## config.mk

```make
export PLATFORM = sky130hd
export DESIGN_NAME = rf_dump_flat
export DESIGN_NICKNAME = d
export VERILOG_FILES = /design/src/rtl/rf_dump_if.sv /design/src/rtl/rf_dump.sv /design/src/flat_wrapper.sv
export SDC_FILE = /design/constraint.sdc
export NUM_CORES = 1
export LEC_CHECK = 0
export CAP_MARGIN = 10
export CORE_MARGIN = 4
export CORE_UTILIZATION = 56
export CTS_BUF_LIST = sky130_fd_sc_hd__clkbuf_8
export DETAILED_ROUTE_END_ITERATION = 7
export PLACE_DENSITY = 0.79
export SETUP_SLACK_MARGIN = 0.2
export SLEW_MARGIN = 40
export SYNTH_ARGS = -nofsm -noshare
export SYNTH_HDL_FRONTEND = slang
export SYNTH_SLANG_ARGS = --single-unit
```

## constraint.sdc

```tcl
create_clock -name clk -period 2.2 [get_ports clk]
set_clock_uncertainty 0.15 [all_clocks]
set_input_delay 0.33 -clock clk [delete_from_list [all_inputs] [get_ports clk]]
set_output_delay 0.33 -clock clk [all_outputs]
set_load 0.02 [all_outputs]
```

## src/rtl/rf_dump_if.sv

```systemverilog
// Bundle between the register-file dump engine and its environment: the spare
// read port of the register file, the start/busy/done control and the serial tx line.
interface rf_dump_if #(
    parameter int DW  = 8,
    parameter int RFW = 2
);
    logic           start;
    logic [RFW-1:0] rd_address;
    logic [DW-1:0]  rd_data;
    logic           tx;
    logic           busy;
    logic           done;

    // The dump engine owns the read address and the serial line.
    modport master (
        input  start,
        input  rd_data,
        output rd_address,
        output tx,
        output busy,
        output done
    );

    modport slave (
        output start,
        output rd_data,
        input  rd_address,
        input  tx,
        input  busy,
        input  done
    );
endinterface

```

## src/rtl/rf_dump.sv

```systemverilog
// Register-file dump engine: walks every register address on start and sends
// each word as a UART-style frame (start bit, DW data bits LSB first, stop bit).
module rf_dump #(
    parameter int DW  = 8,
    parameter int RFW = 2,
    parameter int CPB = 4
) (
    input  logic      clk,
    input  logic      rst_n,
    rf_dump_if.master bus
);

    localparam int BAUD_W = (CPB > 1) ? $clog2(CPB) : 1;
    localparam int BIT_W  = (DW > 1) ? $clog2(DW) : 1;
    localparam logic [BAUD_W-1:0] BAUD_LAST = BAUD_W'(CPB - 1);
    localparam logic [BIT_W-1:0]  BIT_LAST  = BIT_W'(DW - 1);
    localparam logic [RFW-1:0]    ADDR_LAST = '1;

    generate
        if (CPB < 1) begin : g_bad_cpb
            $error("rf_dump: CPB must be at least 1");
        end
    endgenerate

    typedef enum logic [2:0] {
        S_IDLE,
        S_ADDR,
        S_START,
        S_DATA,
        S_STOP
    } state_e;

    state_e            state_q, state_d;
    logic [DW-1:0]     shift_q, shift_d;
    logic [BAUD_W-1:0] baud_q,  baud_d;
    logic [BIT_W-1:0]  bit_q,   bit_d;
    logic [RFW-1:0]    addr_q,  addr_d;
    logic              tx_q,    tx_d;
    logic              busy_q,  busy_d;
    logic              done_q,  done_d;
    logic              baud_wrap;

    assign baud_wrap = (baud_q == BAUD_LAST);

    always_comb begin
        // NOTE: every next-state signal gets a default before the case so no path
        // through the case leaves one unassigned, which would infer a latch.
        state_d = state_q;
        shift_d = shift_q;
        baud_d  = baud_q;
        bit_d   = bit_q;
        addr_d  = addr_q;
        tx_d    = tx_q;
        busy_d  = busy_q;
        done_d  = 1'b0;

        unique case (state_q)
            S_IDLE: begin
                tx_d = 1'b1;
                // A start coinciding with the done pulse is still leaving the dump.
                if (bus.start && !done_q) begin
                    busy_d  = 1'b1;
                    addr_d  = '0;
                    state_d = S_ADDR;
                end
            end

            S_ADDR: begin
                shift_d = bus.rd_data;
                tx_d    = 1'b0;
                baud_d  = '0;
                state_d = S_START;
            end

            S_START: begin
                if (baud_wrap) begin
                    tx_d    = shift_q[0];
                    bit_d   = '0;
                    baud_d  = '0;
                    state_d = S_DATA;
                end else begin
                    baud_d = baud_q + BAUD_W'(1);
                end
            end

            S_DATA: begin
                if (baud_wrap) begin
                    baud_d = '0;
                    if (bit_q == BIT_LAST) begin
                        tx_d    = 1'b1;
                        state_d = S_STOP;
                    end else begin
                        shift_d = shift_q >> 1;
                        tx_d    = shift_d[0];
                        bit_d   = bit_q + BIT_W'(1);
                    end
                end else begin
                    baud_d = baud_q + BAUD_W'(1);
                end
            end

            S_STOP: begin
                if (baud_wrap) begin
                    baud_d = '0;
                    if (addr_q != ADDR_LAST) begin
                        addr_d  = addr_q + RFW'(1);
                        state_d = S_ADDR;
                    end else begin
                        done_d  = 1'b1;
                        busy_d  = 1'b0;
                        addr_d  = '0;
                        state_d = S_IDLE;
                    end
                end else begin
                    baud_d = baud_q + BAUD_W'(1);
                end
            end

            default: state_d = S_IDLE;
        endcase
    end

    // NOTE: state flops use non-blocking assignments so every flop samples the
    // pre-edge values computed by the combinational block.
    always_ff @(posedge clk or negedge rst_n) begin
        if (!rst_n) begin
            state_q <= S_IDLE;
            shift_q <= '0;
            baud_q  <= '0;
            bit_q   <= '0;
            addr_q  <= '0;
            tx_q    <= 1'b1;
            busy_q  <= 1'b0;
            done_q  <= 1'b0;
        end else begin
            state_q <= state_d;
            shift_q <= shift_d;
            baud_q  <= baud_d;
            bit_q   <= bit_d;
            addr_q  <= addr_d;
            tx_q    <= tx_d;
            busy_q  <= busy_d;
            done_q  <= done_d;
        end
    end

    assign bus.rd_address = addr_q;
    assign bus.tx         = tx_q;
    assign bus.busy       = busy_q;
    assign bus.done       = done_q;

endmodule

```

## src/flat_wrapper.sv

```systemverilog
// flat-port wrapper written by rule: the top's interface ports become plain ports
module rf_dump_flat 
#(
    parameter int DW  = 8,
    parameter int RFW = 2,
    parameter int CPB = 4
)
  (clk, rst_n, bus_start, bus_rd_data, bus_rd_address, bus_tx, bus_busy, bus_done);
  rf_dump_if #(.DW(DW), .RFW(RFW)) bus_i ();
  input  logic clk;
  input  logic rst_n;
  input wire logic [$bits(bus_i.start)-1:0] bus_start;
  input wire logic [$bits(bus_i.rd_data)-1:0] bus_rd_data;
  output wire logic [$bits(bus_i.rd_address)-1:0] bus_rd_address;
  output wire logic [$bits(bus_i.tx)-1:0] bus_tx;
  output wire logic [$bits(bus_i.busy)-1:0] bus_busy;
  output wire logic [$bits(bus_i.done)-1:0] bus_done;
  assign bus_i.start = bus_start;
  assign bus_i.rd_data = bus_rd_data;
  assign bus_rd_address = bus_i.rd_address;
  assign bus_tx = bus_i.tx;
  assign bus_busy = bus_i.busy;
  assign bus_done = bus_i.done;
  rf_dump #(.DW(DW), .RFW(RFW), .CPB(CPB)) u_core (.clk(clk), .rst_n(rst_n), .bus(bus_i));
endmodule
```

After elaboration in Yosys (flattened, before gate mapping)
Index checks and enable logic that the tools add are counted.
{ "word_totals": {"regBits": 21, "latch_bits": 0, "ram_bits": 0, "mem_bits_ro": 0, "inputBits": 11, "memories": 0} }
{ "classes": {"n_addsub": 3, "n_mul": 0, "div": 0, "order_cmp": 0, "n_eq_ne": 14, "n_shift": 0, "mux": 31, "n_bitwise": 0, "reduce_logical": 15} }
{ "ops": {"columns": ["cell", "n"], "rows": [
  ["two-way mux 3 bit", 8],
  ["two-way mux 8 bit", 2],
  ["one-hot mux 8 bit (2 select lines)", 1],
  ["one-hot mux 3 bit (5 select lines)", 1],
  ["two-way mux 1 bit", 10],
  ["!= test 2 x 1 -> 1 bit, second input constant", 5],
  ["AND reduction 3 bit", 3],
  ["two-way mux 2 bit", 4],
  ["one-hot mux 2 bit (2 select lines)", 2],
  ["AND reduction 4 bit", 2],
  ["nonzero test 2 bit", 4],
  ["== test 3 x 2 -> 1 bit, second input constant", 2],
  ["== test 3 bit, second input constant", 2],
  ["!= test 2 bit, second input constant", 3],
  ["one-hot mux 3 bit (2 select lines)", 1],
  ["AND reduction 5 bit", 1],
  ["adder 2 x 1 -> 2 bit, second input constant", 2],
  ["one-hot mux 1 bit (4 select lines)", 1],
  ["nonzero test 4 bit", 1],
  ["adder 3 x 1 -> 3 bit, second input constant", 1],
  ["== test 3 x 1 -> 1 bit, second input constant", 1],
  ["logical NOT 3 bit", 1],
  ["OR reduction 3 bit", 1],
  ["== test 2 bit, second input constant", 1],
  ["other kinds (3)", 3]
]} }

Logic depth before layout (Yosys ltp)
Gate-level depths: netlist (run 1).
{ "logic_depth": {"word_depth": 4, "mapped_depth": 5} }

Worst setup path before layout (run 1)
OpenSTA, ideal clock, no wires.
{ "synth_timing": {"path_type": "register to register", "from": "register u_core.bit_q[0]", "to": "register u_core.shift_q[0]", "setup_ps": 125, "arrival_ps": 1607, "setup_slack_ps": 318, "path_stages_with_launch": 6, "path_buffers": 0, "synth_period_minus_slack_ps": 1882, "cell_sequence": "dfrtp_1 -> ha_1 -> ha_1 -> nand2b_1 -> a21oi_4 -> mux2_2"} }
{ "synth_via": {"elab_chain_cells": 3} }
{ "synth_lines": {"columns": ["element", "line", "rtl"], "rows": [
  ["start, declared", "rf_dump.sv:36", "logic [BIT_W-1:0] bit_q, bit_d;"],
  ["start signal, assigned", "rf_dump.sv:139", "bit_q <= bit_d;"],
  ["== test 3 bit", "rf_dump.sv:89", "if (bit_q == BIT_LAST) begin"],
  ["!= test 2 bit (no line)", null, null],
  ["AND reduction 3 bit (no line)", null, null],
  ["end signal, assigned", "rf_dump.sv:137", "shift_q <= shift_d;"],
  ["end, declared", "rf_dump.sv:34", "logic [DW-1:0] shift_q, shift_d;"]
]} }
No other way between the ends.
A chain may end at the register's enable or synchronous reset.

Final worst setup path (run 1)
{ "layout_timing": {"from": "register u_core.bit_q[0]", "to": "register u_core.shift_q[5]"} }
The elaborated chain is that of the path after synthesis.

==> results.md, run 1 <==
## Outcome
• outcome: finished, final reports clean

## Route
• average detailed-routed wire length per instance: 14.91 um
• Total Wirelength: 2222 um
• vias after detailed routing: 872
• via density per instance: 5.852
• DRC viols: 0
• iteration-0 DRC count of the detailed router: 13
• number of detailed-routing iterations run before antenna repair: 4
• post-detailed-route count of antenna-violating nets: 0

## Die
• number of top-level pins: 16
• Placeable Area: 1962 um2
• height of the die: 53.66 um
• starting utilization of the core area: 0.5950
• number of placement rows: 16
• Die W: 53.66 um
• area of the die: 2879 um2

## Clock tree
• depth of the CTS H-tree: 1
• maximum buffer depth of the clock tree: 2
• Post-CTS Repair Setup Buffers: 0
• clock tree from TritonCTS: yes
• later-pin clock latency in the skew report: 0.26 ns
• number of clock buffers inserted by TritonCTS: 3
• total clock sinks: 21
• Root Driver: clkbuf_8
• cts hold-fix bufs: 0
• number of resized instances in the post-cts repair step: 0
• Clk pin slew, worst setup/hold paths: 0.08 ns

## Synth
• number of warnings reported in the yosys synthesis log: 0
• top flip-flop cell by instance count after synthesis: dfrtp_1
• fraction of registers with async set/reset: 1.000
• synthesized instance count: 104
• top cells by area in the synthesized netlist: dfrtp_1, mux2_2, ha_1, a22o_1, dfstp_2
• number of distinct library cells after synthesis: 36
• share of synthesized area occupied by flip-flops and latches: 0.4512
• dominant cell by count in the synthesized netlist: dfrtp_1
• average cell area after synthesis: 11.22 um2
• count of flip-flops with a built-in enable after synthesis: 0
• synthesized flop and latch total: 21
• post-synthesis instance area: 1167 um2
• top-area cell type share of the netlist area: 0.4287
• total nets after synthesis: 119
• most area-hungry cell type in the Yosys netlist: dfrtp_1
• most frequent cells after synthesis: dfrtp_1, mux2_2, nor2_1

## Timing
• setup_tns: 0 ns
• final setup fails: 0
• setup repair after global routing missed its margin: false
• share of the cycle needed by the critical path after routing: 0.8725
• Highest Clock Rate: 0.5210 GHz
• worst slew pin tran: 0.5447 ns
• Max-Slew Margin vs Limit: 0.6369
• total count of hold-check failures in the final report: 0
• fin. max-slew vios: 0
• Period minus WS final: 1.920 ns

## Power and ir drop
• P per Cell Area: 495.6 nW/um2
• Total Power: 692.0 uW
• leakage component of the power: 0.0006247 uW
• peak ir drop on the vdd network: 0.3897 mV

## Flow run
• Max Cap Violations: 0

## Finish
• Area Overhead vs Synth: 19.61%
• final std cells w/o fill: 149
• Layout fillers: 166
• share of final-layout standard cells stronger than drive strength 1: 0.2459
• Nets: 138
• antenna diode instance count: 0
• Storage cell area: 526.8 um2
• multi-input combinational cell area: 591.8 um2

## Place
• quantity of I/O buffers inserted on ports: 15
• placed cells: 145
• placer congestion estimate: 0.7734
• total half-perimeter wirelength after legalization and detailed placement: 1638 um

## Setup path
• worst endpoint data arrival time: 1.92 ns
• cell count of the worst reg-to-reg path: 5
• Setup crit end kind: flip-flop
• required time worst endpoint: 2.20 ns
• Max FO, Critical Path: 8
• element type at the critical path start: flip-flop
• Critical Setup Path Class: reg2reg

## Hold path
• Tightest Hold Check Type: in2async

## Global route
• largest net degree at the start of global routing: 22
• all-layer global routing usage: 0.1846
• antenna violations before repair: 0
• global-route wire length before repair: 3808 um
• aggregate global routing overflow: 0
• number of global-route vias before repair: 884

-- registers in the layout, summed over array words and instances, names as in the netlist --
register,count
u_core.shift_q,8
u_core.bit_q,3
u_core.bus.tx,1
u_core.baud_q,2
u_core.state_q,3
u_core.bus.busy,1
u_core.bus.done,1
u_core.bus.rd_address,2
-- logic make-up (layout without fill, tap and decap cells) --
group	Yosys count	count (layout)	share of synthesized area
fa+ha+maj	4	4	0.04287
mux	18	18	0.1715
flops	21	21	0.4512
buf+inv	9	27	0.04179
simple gates	30	30	0.1415
compound gates	22	22	0.1511
-- layout make-up --
cell class                      count  share of cell area
Clock inverter                      1            0.002688
Multi-Input combinational cell     74              0.4238
Sequential cell                    21              0.3772
Tap cell                           27             0.02419
Timing Repair Buffer               20              0.1344
Clock buffer                        3             0.02957
Inverter                            3            0.008065
-- report_power, final --
group | switching, uW | internal (uW)
logic | 17.0 | 30.2
clock network | 122 | 124
registers | 4.14 | 395
-- placed cells by master, fill, tap and decap left out, types with 2 or more instances in the layout --
| master | netlist | final |
|---|---|---|
| a21oi_1 | 2 | 2 |
| a22o_1 | 4 | 4 |
| a31o_2 | 2 | 2 |
| buf_4 | 3 | 5 |
| clkbuf_8 | 0 | 3 |
| clkdlybuf4s50_1 | 0 | 15 |
| dfrtp_1 | 20 | 20 |
| ha_1 | 4 | 4 |
| inv_1 | 3 | 4 |
| mux2_2 | 16 | 16 |
| mux2i_1 | 2 | 2 |
| nand2_1 | 4 | 4 |
| nand2b_1 | 3 | 3 |
| nand3_1 | 4 | 4 |
| nor2_1 | 5 | 5 |
| nor2b_1 | 4 | 4 |
| nor3_1 | 3 | 3 |
| o21ai_0 | 3 | 3 |
-- stage by stage --
step           setup slack (ns)  hold slack (ns)  area (um2)  utilization
6_report                 0.2805           0.2562        1396       0.7117
5_1_grt                  0.2028           0.2791        1396       0.7117
4_1_cts                  0.2640           0.2671        1396       0.7117
3_5_place_dp             0.2877           0.3421        1351       0.6888
3_3_place_gp             0.3355           0.3349        1351       0.6888
2_1_floorplan            0.3183          -0.1156        1167            -
-- path summary, 6_finish.rpt --
kind,from,end,slack (ns)
worst max-delay path,u_core.bit_q[0],u_core.shift_q[5],0.28
worst min-delay path,rst_n,u_core.bus.rd_address[1],0.26
worst max register to register,u_core.bit_q[0],u_core.shift_q[5],0.28
worst min register to register,u_core.shift_q[3],u_core.shift_q[3],0.36
max in group asynchronous,rst_n,u_core.bus.tx,1.36
min in group clk,u_core.shift_q[3],u_core.shift_q[3],0.36
-- metal layers --
| layer | GRT usage | vias to the layer above | share of wire |
|---|---|---|---|
| met2 | 0.3286 | 18 | 0.52 |
| met1 | 0.2168 | 429 | 0.43 |
| met3 | 0.03324 | 5 | 0.033 |
| li1 | - | 420 | - |
| met4 | 0.07660 | 0 | 0.014 |
| met5 | 0 | - | 0 |
-- worst max-delay path, cell delays in order, from the launching register on --
cell and delay [ns]:
dfrtp_1 0.41, ha_1 0.21, ha_1 0.19, nand2b_1 0.18, a21oi_4 0.30, mux2_2 0.38
Note: power is estimated with default switching activity, not from simulation.
==> run 2, diff against run 1 <==
--- a/config.mk
+++ b/config.mk
@@ -5,6 +5,7 @@
 export SDC_FILE = /design/constraint.sdc
 export NUM_CORES = 1
 export LEC_CHECK = 0
+export ABC_CLOCK_PERIOD_IN_PS = 2200
 export CAP_MARGIN = 10
 export CORE_MARGIN = 4
 export CORE_UTILIZATION = 56
==> results of run 2 <==
Same layout as run 1: the final DEF is identical, and so are final timing and power.
